File: src/rtl/scores_uart_readout_pkg.sv
//------------------------------------------------------------------------------
// Module  : scores_uart_readout_pkg
// Brief   : Shared constants and FSM encoding for the result-frame readout.
//           Optional macro READOUT_CHECKSUM_EN adds a trailing XOR byte.
// Revision: 1.0 - initial release
//------------------------------------------------------------------------------
`default_nettype none

package scores_uart_readout_pkg;

  localparam int c_NUM_CLASSES      = 10;
  localparam int c_BYTES_PER_SCORE  = 4;
  localparam int c_SCORES_RAM_DEPTH = c_NUM_CLASSES * c_BYTES_PER_SCORE;

`ifdef READOUT_CHECKSUM_EN
  localparam int c_FRAME_LEN = c_SCORES_RAM_DEPTH + 2;

  typedef enum logic [2:0] {
    IDLE  = 3'd0,
    FETCH = 3'd1,
    LATCH = 3'd2,
    SEND  = 3'd3,
    DONE  = 3'd4,
    CKSUM = 3'd5
  } state_t;
`else
  localparam int c_FRAME_LEN = c_SCORES_RAM_DEPTH + 1;

  typedef enum logic [2:0] {
    IDLE  = 3'd0,
    FETCH = 3'd1,
    LATCH = 3'd2,
    SEND  = 3'd3,
    DONE  = 3'd4
  } state_t;
`endif

endpackage

`default_nettype wire

File: src/rtl/scores_uart_readout_if.sv
//------------------------------------------------------------------------------
// Module  : scores_uart_readout_if
// Brief   : Control, result-RAM read ports and UART byte stream of the readout.
// Revision: 1.0 - initial release
//------------------------------------------------------------------------------
`default_nettype none

interface scores_uart_readout_if #(
  parameter int ADDR_W = 6
);

  logic              start;
  logic              busy;
  logic              done;
  logic              digit_rd_addr;
  logic [7:0]        digit_rd_data;
  logic [ADDR_W-1:0] scores_rd_addr;
  logic [7:0]        scores_rd_data;
  logic [7:0]        tx_data;
  logic              tx_valid;
  logic              tx_ready;

  modport master (
    input  start,
    output busy,
    output done,
    output digit_rd_addr,
    input  digit_rd_data,
    output scores_rd_addr,
    input  scores_rd_data,
    output tx_data,
    output tx_valid,
    input  tx_ready
  );

  modport slave (
    output start,
    input  busy,
    input  done,
    input  digit_rd_addr,
    output digit_rd_data,
    input  scores_rd_addr,
    output scores_rd_data,
    input  tx_data,
    input  tx_valid,
    output tx_ready
  );

endinterface

`default_nettype wire

File: src/rtl/scores_uart_readout.sv
//------------------------------------------------------------------------------
// Module  : scores_uart_readout
// Brief   : Streams digit byte + little-endian class scores to the UART on start.
//           READOUT_CHECKSUM_EN appends the XOR of all preceding frame bytes.
// Revision: 1.0 - initial release
//------------------------------------------------------------------------------
`default_nettype none

module scores_uart_readout
  import scores_uart_readout_pkg::*;
#(
  parameter int NUM_CLASSES     = c_NUM_CLASSES,
  parameter int BYTES_PER_SCORE = c_BYTES_PER_SCORE,
  parameter int ADDR_W          = 6
) (
  input  wire logic             clk,
  input  wire logic             rst_n,
  scores_uart_readout_if.master bus
);

  // idx 0 is the digit byte; idx k>=1 is scores RAM address k-1
  localparam int c_LAST_RAM_IDX = NUM_CLASSES * BYTES_PER_SCORE;
`ifdef READOUT_CHECKSUM_EN
  localparam int c_NUM_IDX      = c_LAST_RAM_IDX + 2;
`else
  localparam int c_NUM_IDX      = c_LAST_RAM_IDX + 1;
`endif
  localparam int c_IDX_W        = $clog2(c_NUM_IDX);

  localparam logic [c_IDX_W-1:0] c_LAST_IDX  = c_IDX_W'(c_LAST_RAM_IDX);
`ifdef READOUT_CHECKSUM_EN
  localparam logic [c_IDX_W-1:0] c_CKSUM_IDX = c_IDX_W'(c_LAST_RAM_IDX + 1);
`endif

  state_t              r_state;
  logic [c_IDX_W-1:0]  r_idx;
  logic [ADDR_W-1:0]   r_scores_addr;
  logic [7:0]          r_tx_data;
  logic                r_tx_valid;
  logic                r_busy;
  logic                r_done;
`ifdef READOUT_CHECKSUM_EN
  logic [7:0]          r_cksum;
`endif

  always_ff @(posedge clk) begin
    if (!rst_n) begin
      r_state       <= IDLE;
      r_idx         <= '0;
      r_scores_addr <= '0;
      r_tx_data     <= '0;
      r_tx_valid    <= 1'b0;
      r_busy        <= 1'b0;
      r_done        <= 1'b0;
`ifdef READOUT_CHECKSUM_EN
      r_cksum       <= '0;
`endif
    end else begin
      case (r_state)
        IDLE: begin
          if (bus.start) begin
            r_idx         <= '0;
            r_scores_addr <= '0;
            r_busy        <= 1'b1;
            r_state       <= FETCH;
`ifdef READOUT_CHECKSUM_EN
            r_cksum       <= '0;
`endif
          end
        end
        FETCH: r_state <= LATCH;
        LATCH: begin
          r_tx_data  <= (r_idx == '0) ? bus.digit_rd_data : bus.scores_rd_data;
          r_tx_valid <= 1'b1;
          r_state    <= SEND;
        end
`ifdef READOUT_CHECKSUM_EN
        CKSUM: begin
          r_tx_data  <= r_cksum;
          r_tx_valid <= 1'b1;
          r_state    <= SEND;
        end
`endif
        SEND: begin
          if (bus.tx_ready) begin
            r_tx_valid <= 1'b0;
`ifdef READOUT_CHECKSUM_EN
            r_cksum    <= r_cksum ^ r_tx_data;
            if (r_idx == c_CKSUM_IDX) begin
              r_done  <= 1'b1;
              r_state <= DONE;
            end else if (r_idx == c_LAST_IDX) begin
              r_idx   <= r_idx + 1'b1;
              r_state <= CKSUM;
            end else begin
              r_idx         <= r_idx + 1'b1;
              r_scores_addr <= ADDR_W'(r_idx);
              r_state       <= FETCH;
            end
`else
            if (r_idx == c_LAST_IDX) begin
              r_done  <= 1'b1;
              r_state <= DONE;
            end else begin
              // next idx is r_idx+1, whose RAM address is the current r_idx
              r_idx         <= r_idx + 1'b1;
              r_scores_addr <= ADDR_W'(r_idx);
              r_state       <= FETCH;
            end
`endif
          end
        end
        DONE: begin
          r_done  <= 1'b0;
          r_busy  <= 1'b0;
          r_state <= IDLE;
        end
        default: r_state <= IDLE;
      endcase
    end
  end

  assign bus.busy           = r_busy;
  assign bus.done           = r_done;
  assign bus.digit_rd_addr  = 1'b0;
  assign bus.scores_rd_addr = r_scores_addr;
  assign bus.tx_data        = r_tx_data;
  assign bus.tx_valid       = r_tx_valid;

endmodule

`default_nettype wire
File: src/flat_wrapper.sv
// flat-port wrapper written by rule: the top's interface ports become plain ports
module scores_uart_readout_flat import scores_uart_readout_pkg::*;
#(
  parameter int NUM_CLASSES     = c_NUM_CLASSES,
  parameter int BYTES_PER_SCORE = c_BYTES_PER_SCORE,
  parameter int ADDR_W          = 6
)
  (clk, rst_n, bus_start, bus_busy, bus_done, bus_digit_rd_addr, bus_digit_rd_data, bus_scores_rd_addr, bus_scores_rd_data, bus_tx_data, bus_tx_valid, bus_tx_ready);
  scores_uart_readout_if #(.ADDR_W(ADDR_W)) bus_i ();
  input  wire logic clk;
  input  wire logic rst_n;
  input wire logic [$bits(bus_i.start)-1:0] bus_start;
  output wire logic [$bits(bus_i.busy)-1:0] bus_busy;
  output wire logic [$bits(bus_i.done)-1:0] bus_done;
  output wire logic [$bits(bus_i.digit_rd_addr)-1:0] bus_digit_rd_addr;
  input wire logic [$bits(bus_i.digit_rd_data)-1:0] bus_digit_rd_data;
  output wire logic [$bits(bus_i.scores_rd_addr)-1:0] bus_scores_rd_addr;
  input wire logic [$bits(bus_i.scores_rd_data)-1:0] bus_scores_rd_data;
  output wire logic [$bits(bus_i.tx_data)-1:0] bus_tx_data;
  output wire logic [$bits(bus_i.tx_valid)-1:0] bus_tx_valid;
  input wire logic [$bits(bus_i.tx_ready)-1:0] bus_tx_ready;
  assign bus_i.start = bus_start;
  assign bus_busy = bus_i.busy;
  assign bus_done = bus_i.done;
  assign bus_digit_rd_addr = bus_i.digit_rd_addr;
  assign bus_i.digit_rd_data = bus_digit_rd_data;
  assign bus_scores_rd_addr = bus_i.scores_rd_addr;
  assign bus_i.scores_rd_data = bus_scores_rd_data;
  assign bus_tx_data = bus_i.tx_data;
  assign bus_tx_valid = bus_i.tx_valid;
  assign bus_i.tx_ready = bus_tx_ready;
  scores_uart_readout #(.NUM_CLASSES(NUM_CLASSES), .BYTES_PER_SCORE(BYTES_PER_SCORE), .ADDR_W(ADDR_W)) u_core (.clk(clk), .rst_n(rst_n), .bus(bus_i));
endmodule
File: config.mk
export PLATFORM = sky130hd
export DESIGN_NAME = scores_uart_readout_flat
export DESIGN_NICKNAME = d
export VERILOG_FILES = /design/src/rtl/scores_uart_readout_pkg.sv /design/src/rtl/scores_uart_readout_if.sv /design/src/rtl/scores_uart_readout.sv /design/src/flat_wrapper.sv
export SDC_FILE = /design/constraint.sdc
export NUM_CORES = 1
export LEC_CHECK = 0
export ABC_CLOCK_PERIOD_IN_PS = 2900
export BUFFER_PORTS_ARGS = -buffer_cell sky130_fd_sc_hd__buf_2
export CAP_MARGIN = 20
export CORE_UTILIZATION = 52
export CTS_BUF_LIST = sky130_fd_sc_hd__clkbuf_16
export DETAILED_ROUTE_END_ITERATION = 12
export PLACE_DENSITY = 0.82
export SYNTH_ARGS = -nofsm -noshare
export SYNTH_HDL_FRONTEND = slang
export SYNTH_SLANG_ARGS = --single-unit
File: constraint.sdc
create_clock -name clk -period 2.9 [get_ports clk]
set_input_delay 0.725 -clock clk [delete_from_list [all_inputs] [get_ports clk]]
set_output_delay 0.725 -clock clk [all_outputs]
set_load 0.02 [all_outputs]
==> results.json, run 1 <==
{
  "status": "completed",
  "holdBufCountCts": 0,
  "grt_usage_pct": 22.24,
  "fmax_ghz": 0.5258,
  "syn_area_per_cell_um2": 9.384,
  "path_clk_slew_ns": 0.06,
  "hpwl_um": 1769,
  "hp-start": "u_core.bus.busy",
  "crit_path_end_kind": "register",
  "nFillCells": 169,
  "yosys_warnings": 0,
  "area.growth.synth_to_final_pct": 23.44,
  "worst-setup-path-type": "register to register",
  "clkSinkCount": 26,
  "drt_wl_total_um": 2412,
  "synth.ff_latch_count": 26,
  "grt_pass1_wl_um": 4015,
  "worstPathRequired_ns": 3.09,
  "setup_tns_ns": 0,
  "antenna_left": 0,
  "start_kind": "register",
  "synth-async-reset-ratio_pct": 0,
  "multiInputGateArea_um2": 558.0,
  "grt_antenna_before_repair": 0,
  "worstHoldPathType": "register to register",
  "final_core_util_pct": 69.44,
  "clk_latency_ns": 0.26,
  "layout-drive-gt1-share_pct": 27.10,
  "final_max_slew_viol_count": 0,
  "antenna_cells": 0,
  "start_util_pct": 56.25,
  "period_needed_ns": 1.902,
  "finClkSkew_ns": 0.005355,
  "clk_path_buf_depth": 2,
  "vdd_ir_drop_max_uv": 437.2,
  "die_h_um": 48.54,
  "final-hold-violation-count": 0,
  "ctsResizeCount": 0,
  "htreeDepth": 1,
  "slew_headroom_pct": 65.34,
  "p_total_mw": 0.7873,
  "port_buffers": 36,
  "finalSetupViolations": 0,
  "vias": 1049,
  "worst_pin_slew_ns": 0.5180,
  "drt_iter0_drc": 27,
  "die-width_um": 48.54,
  "syn_area_um2": 1126,
  "viasPerCell": 5.764,
  "timing.rr.start": "u_core.r_idx[0]",
  "fin_ws_ns": 0.9980,
  "wl_per_cell_um": 13.25,
  "synth_edf_count": 0,
  "drc": 0,
  "cp-startpoint": "u_core.r_idx[0]",
  "leakage_nw": 0.6005,
  "worstPathArrival_ns": 2.09,
  "boundaryPins": 38,
  "fin_nets": 178,
  "register_area_um2": 520.5,
  "dpl_worst_slack_ns": 0.9579,
  "netlist_instances": 120,
  "cap_violations": 0,
  "dr.pass1.iters": 4,
  "place_congestion": 0.8270,
  "holdWs_ns": 0.4728,
  "synth_ff_type": "dfxtp_1",
  "grt-ovfl-total": 0,
  "core_area_um2": 2002,
  "cts_made_buffers": 3,
  "synthDistinctLibCells": 32,
  "cts_root_buf": "clkbuf_16",
  "grt_max_degree": 25,
  "post_cts_buffers": 0,
  "tritoncts": "built",
  "dieArea_um2": 2356,
  "path_max_fanout": 8,
  "fin_crit_sh_pct": 65.59,
  "powerDensity_nw_per_um2": 566.4,
  "syn-num-nets": 142,
  "grt_pass1_vias": 917,
  "rsz0062_at_grt": "false",
  "ys_seq_area_share_pct": 46.22,
  "fp-row-count": 16
}
## layout by cell type (no fill, tap or decap), types with 2 or more instances in the layout
master     count
nand3_1        3
a21oi_1       13
dfxtp_1       26
buf_2         36
o21a_1         2
clkbuf_16      3
a32o_1         7
nor2b_1        2
o21ai_0       14
ha_1           2
and3_1         3
nand2_1        7
mux2i_1        8
nand3b_1       2
inv_1          3
nor2_1         6
nor3b_1        2
o21bai_1       2
## worst max-delay path, cell delays in order, from the launching register on
cell,delay [ns]
dfxtp_1,0.35
inv_1,0.08
ha_1,0.14
or3b_4,0.39
or3_1,0.52
mux2i_1,0.19
a21oi_1,0.17
## layout make-up
class / count / share of cell area (%)
clock buffers: 3 / 5.401
clock inverters: 1 / 0.2700
inverters: 3 / 0.8101
multi-input cells: 85 / 40.14
flip-flops and latches: 26 / 37.44
well taps: 27 / 2.430
repair buffers: 37 / 13.50
## final timing paths
path	end	slack, ns	depth (start not counted)
worst max-delay path	u_core.bus.tx_data[4]	1.0	6
worst min-delay path	u_core.bus.busy	0.47	2
worst max register to register	u_core.bus.tx_data[4]	1.0	6
worst min register to register	u_core.bus.busy	0.47	2
## flip-flops by register name, summed over array words and instances, names as in the netlist
| signal | count |
|---|---|
| u_core.bus.done | 1 |
| u_core.bus.tx_data | 8 |
| u_core.bus.tx_valid | 1 |
| u_core.bus.busy | 1 |
| u_core.r_idx | 6 |
| u_core.bus.scores_rd_addr | 6 |
| u_core.r_state | 3 |
## per-layer routing
metal / part of all wire (%) / wire, µm / vias to the layer above / track usage, %
li1: - / - / 511 / -
met1: 43 / 1044 / 484 / 27.42
met2: 48 / 1168 / 45 / 37.79
met3: 6.1 / 148 / 9 / 4.717
met4: 2.1 / 51 / 0 / 8.824
met5: 0 / 0 / - / 0
## cells in the mapped netlist, drive strengths merged, types with 2 or more instances
master / number / area [µm²]
dfxtp: 26 / 520.5
o21ai: 14 / 70.07
a21oi: 13 / 65.06
mux2i: 8 / 80.08
a32o: 7 / 70.07
nand2: 7 / 26.28
nor2: 6 / 22.52
buf: 4 / 28.78
and3: 3 / 18.77
inv: 3 / 11.26
nand3: 3 / 15.01
clkbuf: 2 / 7.510
ha: 2 / 25.02
nand3b: 2 / 15.01
nor2b: 2 / 12.51
nor3b: 2 / 15.01
o21a: 2 / 15.01
o21bai: 2 / 15.01
## where the power goes
part	internal [mW]	leakage, nW	switching [mW]
Combinational	0.0396	0.350	0.0646
Clock	0.184	0.0385	0.112
Sequential	0.375	0.212	0.0121
## per-stage QoR
| step | area, µm² | cells |
|---|---|---|
| after global placement | 1311 | 178 |
| final | 1390 | 182 |
| after floorplan | 1126 | 120 |
| after detailed placement | 1311 | 178 |
| after CTS | 1390 | 182 |
| after global routing | 1390 | 182 |
## cell families (layout without fill, tap and decap cells)
logic type | Yosys count | count (layout) | synth area share (%)
fa+ha+maj | 2 | 2 | 2.222
flops | 26 | 26 | 46.22
other cells | 1 | 1 | 0.3330
compound gates | 43 | 43 | 24.78
mux | 8 | 8 | 7.111
buf+inv | 9 | 44 | 4.223
simple gates | 31 | 31 | 15.11
Note: power is estimated with default switching activity, not from simulation.
==> run 2, diff against run 1 <==
ABC_CLOCK_PERIOD_IN_PS = 1860   (was 2900)
CORE_UTILIZATION = 48   (was 52)
PLACE_DENSITY = 0.77   (was 0.82)
clock period = 1.86 ns   (was 2.9 ns; I/O delays follow)
==> results.json, run 2 (synthesized netlist as in run 1, its figures left out) <==
{
  "fin_crit_sh_pct": 94.50,
  "die-width_um": 50.44,
  "crit_path_end_kind": "register",
  "worst-setup-path-type": "register to register",
  "fin_nets": 182,
  "path_clk_slew_ns": 0.06,
  "status": "completed",
  "dpl_cell_area_um2": 1343,
  "final_common_cell": "buf_2",
  "met3_usage_pct": 4.545,
  "antenna_cells": 0,
  "worst_r2r_endpoint": "u_core.bus.tx_data[6]",
  "grt_pass1_wl_um": 4381,
  "fmax_ghz": 0.5689,
  "dr.pass1.iters": 4,
  "finClkSkew_ns": 0.003084,
  "grt.busiest_layer": "met2",
  "vias": 1034,
  "die_h_um": 50.44,
  "antenna_left": 0,
  "dieArea_um2": 2544,
  "setup.worst_path.end": "u_core.bus.tx_data[6]",
  "worstHoldPathType": "register to register",
  "grt_usage_pct": 23.17,
  "cap_violations": 0,
  "ff2ff_setup_slack_ns": 0.10,
  "clk_latency_ns": 0.26,
  "viasPerCell": 5.529,
  "grt_max_degree": 25,
  "leakage_nw": 0.6209,
  "wl_per_cell_um": 13.55,
  "cp_slowest_stage_delay_ns": 0.42,
  "rsz0062_at_grt": "false",
  "vdd_ir_drop_max_uv": 565.0,
  "path_max_fanout": 8,
  "final_max_slew_viol_count": 0,
  "cp-startpoint": "u_core.r_idx[0]",
  "cts_root_buf": "clkbuf_16",
  "drt_iter0_drc": 12,
  "holdBufCountCts": 0,
  "start_util_pct": 50.90,
  "grt-ovfl-total": 0,
  "core_area_um2": 2212,
  "fp-row-count": 17,
  "final-hold-violation-count": 0,
  "clk_path_buf_depth": 2,
  "worstRegToRegCells": 6,
  "drt_wl_total_um": 2534,
  "stdcell_area_um2": 1428,
  "nFillCells": 189,
  "layout-drive-gt1-share_pct": 30.19,
  "hpwl_um": 1839,
  "clkSinkCount": 26,
  "finalSetupViolations": 0,
  "setup_tns_ns": 0,
  "timing.rr.start": "u_core.r_idx[0]",
  "boundaryPins": 38,
  "gr-usage-met1_pct": 25.89,
  "area.growth.synth_to_final_pct": 26.78,
  "period_needed_ns": 1.758,
  "largest_reg_flops": 8,
  "port_buffers": 36,
  "final_cell_mix": "buf_2 (36), dfxtp_1 (26), o21ai_0 (14), a21oi_1 (13), mux2i_1 (8)",
  "tritoncts": "built",
  "worstPathRequired_ns": 2.00,
  "gr-usage-met2_pct": 42.22,
  "htreeDepth": 1,
  "place_congestion": 0.7696,
  "holdWs_ns": 0.4778,
  "grt_pass1_vias": 1013,
  "cts_made_buffers": 3,
  "start_kind": "register",
  "post_cts_buffers": 0,
  "crit_chain": "inv_1 -> ha_1 -> or3b_4 -> or3_4 -> mux2i_1 -> a21oi_1",
  "powerDensity_nw_per_um2": 866.7,
  "cpMaxStageDelayCell": "or3_4",
  "worstPathArrival_ns": 1.90,
  "final_core_util_pct": 64.54,
  "grt_antenna_before_repair": 0,
  "drc": 0
}
run 2: cell type report:
cell class	count	area (µm²)	share of cell area, %
Multi-Input combinational cell	85	564.3	39.53
Sequential cell	26	520.5	36.46
Timing Repair Buffer	41	217.7	15.25
Clock buffer	3	75.07	5.259
Tap cell	28	35.03	2.454
Inverter	3	11.26	0.7888
Clock inverter	1	3.754	0.2629
run 2: worst min-delay path by stage:
stage / from / end / depth (start not counted)
after floorplan: u_core.r_idx[0] / u_core.r_idx[0] / 2
final: u_core.bus.busy / u_core.bus.busy / 2
after detailed placement: u_core.bus.busy / u_core.bus.busy / 2
after global routing: bus_start / u_core.bus.busy / 3
after CTS: bus_start / u_core.bus.busy / 3
after global placement: u_core.bus.busy / u_core.bus.busy / 2
run 2: stage by stage:
step	cells	power [mW]	worst slack, ns
2_1_floorplan	120	0.7184	0.1863
3_3_place_gp	183	0.7727	0.07553
3_5_place_dp	183	0.7797	-0.007068
4_1_cts	187	1.242	0.06851
5_1_grt	187	1.293	0.01673
6_report	187	1.237	0.1022
run 2: worst max-delay path: cells and delay by family, from the launching register on:
family | cells | cell delay [ns]
AO/OA/AOI/OAI | 1 | 0.09
AND/OR/NAND/NOR | 2 | 0.81
adder cells (fa/ha/maj) | 1 | 0.14
multiplexers | 1 | 0.22
flip-flops | 1 | 0.31
buffers and inverters | 1 | 0.07
run 2: power by group:
part           leakage (nW)  internal, mW  switching, mW  total, mW
sequential            0.212         0.585         0.0183      0.603
combinational         0.371        0.0641          0.102      0.166
clock                0.0385         0.287          0.181      0.468
run 2: per-layer routing:
layer | up-vias | share of wire (%)
li1 | 518 | -
met1 | 485 | 44
met2 | 26 | 50
met3 | 5 | 4.1
met4 | 0 | 1.7
met5 | - | 0
run 2: what timing repair did:
| action | CTS | global route |
|---|---|---|
| pin swaps | 0 | 0 |
| resized for setup | 1 | 1 |
| setup endpoints to repair | 3 | 9 |
| endpoints found under the hold margin | 0 | 0 |
| gates cloned | 0 | 0 |
==> run 3, diff against run 2 <==
ABC_AREA = 1   (was not set)
CELL_PAD_IN_SITES_DETAIL_PLACEMENT = 0   (was not set)
CELL_PAD_IN_SITES_GLOBAL_PLACEMENT = 1   (was not set)
CORE_UTILIZATION = 35   (was 48)
PLACE_DENSITY = not set   (was 0.77)
PLACE_DENSITY_LB_ADDON = 0.1   (was not set)
==> results.json, run 3 <==
{
  "syn_area_um2": 1316,
  "cts_made_buffers": 3,
  "critPathBufInv": 1,
  "grt-ovfl-total": 0,
  "synthXorXnorAreaFrac_pct": 0,
  "wl_per_cell_um": 11.52,
  "ys_top_cells_by_count": "nand2_1 (49), dfxtp_1 (26), inv_1 (25), nand3_1 (17), nor2_1 (16)",
  "viasPerCell": 4.850,
  "post-synth-top-count-cell": "nand2_1",
  "setup_tns_ns": 0,
  "grt.busiest_layer": "met2",
  "port_buffers": 36,
  "die-width_um": 63.33,
  "antenna_cells": 0,
  "vdd_ir_drop_max_uv": 335.2,
  "rsz0062_at_grt": "false",
  "syn_area_per_cell_um2": 6.928,
  "fin_ws_ns": 0.2697,
  "synth_top_area_share_pct": 39.54,
  "finClkSkew_ns": 0.002247,
  "ctsResizeCount": 0,
  "period_needed_ns": 1.590,
  "finalSetupViolations": 0,
  "drt_wl_total_um": 3145,
  "synth_mux_area_share_pct": 0,
  "yosys_warnings": 0,
  "fin_nets": 250,
  "final_core_util_pct": 46.75,
  "boundaryPins": 38,
  "die_h_um": 63.33,
  "cpMaxStageDelayCell": "dfxtp_1",
  "nFillCells": 388,
  "grt_usage_pct": 16.55,
  "holdBufCountCts": 0,
  "met3_usage_pct": 3.623,
  "drc": 0,
  "path_max_fanout": 12,
  "largest_reg_flops": 8,
  "crit_family": "simple AND/OR/NAND/NOR gates",
  "cp_slowest_stage_delay_ns": 0.45,
  "synth.ff_latch_count": 26,
  "clkSinkCount": 26,
  "grt_pass1_vias": 1211,
  "crit_chain": "inv_2 -> nand2_2 -> nor2_1 -> nor2_4 -> nand3_2 -> nor2_1 -> nor2_1 -> nor2_1",
  "leakage_nw": 0.7777,
  "dpl_worst_slack_ns": 0.2873,
  "grt_max_degree": 18,
  "grt_pass1_wl_um": 5313,
  "gr-usage-met2_pct": 27.13,
  "worstRegToRegCells": 8,
  "fp-row-count": 21,
  "final_cell_mix": "nand2_1 (49), buf_2 (36), dfxtp_1 (26), inv_1 (25), nand3_1 (17)",
  "start_util_pct": 37.95,
  "synth_edf_count": 0,
  "final_max_slew_viol_count": 0,
  "synth_area_leaders": "dfxtp_1 (40%), nand2_1 (14%), inv_1 (7.1%)",
  "clk_latency_ns": 0.26,
  "synth_adder_area_share_pct": 1.901,
  "synth_ff_type": "dfxtp_1",
  "clk_path_buf_depth": 2,
  "yosysTopAreaCell": "dfxtp_1",
  "synthDistinctLibCells": 24,
  "whs_path_depth": 2,
  "netlist_instances": 190,
  "start_kind": "register",
  "worstPathArrival_ns": 1.79,
  "crit_path_end_kind": "register",
  "syn-num-nets": 212,
  "core_area_um2": 3468,
  "synth-async-reset-ratio_pct": 0,
  "status": "completed",
  "htreeDepth": 1,
  "cts_root_buf": "clkbuf_16",
  "fmax_ghz": 0.6288,
  "synth_top_family_by_area": "simple AND/OR/NAND/NOR gates",
  "final-hold-violation-count": 0,
  "holdWs_ns": 0.4493,
  "final_common_cell": "nand2_1",
  "worstSetupPathDepth": 8,
  "hpwl_um": 2423,
  "path_clk_slew_ns": 0.06,
  "worstPathRequired_ns": 2.06,
  "vias": 1324,
  "post_cts_buffers": 0,
  "powerDensity_nw_per_um2": 831.3,
  "worst-setup-path-type": "register to register",
  "synthSimpleGateAreaFrac_pct": 35.55,
  "worstHoldPathType": "register to register",
  "crit_top_cell": "nor2_1",
  "synth_compound_area_share_pct": 12.17,
  "cap_violations": 0,
  "tritoncts": "built",
  "antenna_left": 0,
  "place_congestion": 0.8214,
  "fin_crit_sh_pct": 85.50,
  "area.growth.synth_to_final_pct": 23.19,
  "grt_antenna_before_repair": 0,
  "dr.pass1.iters": 5,
  "dieArea_um2": 4010,
  "gr-usage-met1_pct": 20.98,
  "drt_iter0_drc": 82,
  "layout-drive-gt1-share_pct": 22.91,
  "ys_seq_area_share_pct": 39.54
}
run 3: cell types whose count changed after synthesis, moves of 3 or more:
cell	previous run	this run
and3_1	3	0
nand3_2	0	3
a32o_1	7	0
nand2_1	7	49
o211ai_1	0	8
nor2_1	6	16
inv_1	3	25
nand4_1	0	11
o21ai_0	14	2
nand3_1	3	17
mux2i_1	8	0
run 3: logic make-up (layout without fill, tap and decap cells):
family                     after synthesis  in the layout
other                                    1              1
adders and majority gates                2              2
DFF                                     26             26
and+or+nand+nor                        101            101
buffers and inverters                   33             70
AOI/OAI and AO/OA                       27             27
run 3: path summary, 6_finish.rpt:
kind | from | endpoint | slack (ns)
max | u_core.r_state[2] | u_core.r_idx[5] | 0.27
min | u_core.bus.done | u_core.bus.done | 0.45
max reg2reg | u_core.r_state[2] | u_core.r_idx[5] | 0.27
min reg2reg | u_core.bus.done | u_core.bus.done | 0.45
run 3: metal layers:
metal | part of all wire [%] | vias to the layer above
li1 | - | 699
met2 | 45 | 42
met5 | 0 | -
met3 | 7.0 | 4
met4 | 1.0 | 0
met1 | 47 | 579
run 3: worst min-delay path, delay by kind of cell, from the launching register on:
kind | cells | cell delay (ns)
compound gates | 1 | 0.05
flops | 1 | 0.31
buf+inv | 1 | 0.04
run 3: report_power, final:
| group | switching, mW | total [mW] | internal, mW |
|---|---|---|---|
| Combinational | 0.170 | 0.260 | 0.0898 |
| Clock | 0.189 | 0.477 | 0.288 |
| Sequential | 0.0208 | 0.611 | 0.590 |
| Total | 0.380 | 1.35 | 0.968 |
run 3: per-stage QoR:
step | instance area (µm²) | total power, mW | instances
final | 1622 | 1.348 | 273
after floorplan | 1316 | 0.8122 | 190
after global placement | 1543 | 0.8818 | 269
after detailed placement | 1543 | 0.8849 | 269
after global routing | 1622 | 1.414 | 273
after CTS | 1622 | 1.366 | 273
run 3: area by class of cell:
type                       count  area (µm²)  share of cell area [%]
timing repair buffer          40       210.2                   12.96
clock buffer                   3       75.07                   4.630
multi-input combinational    131       656.9                   40.51
clock inverter                 1       3.754                  0.2315
sequential                    26       520.5                   32.10
tap                           46       57.56                   3.549
inverter                      26       97.59                   6.019
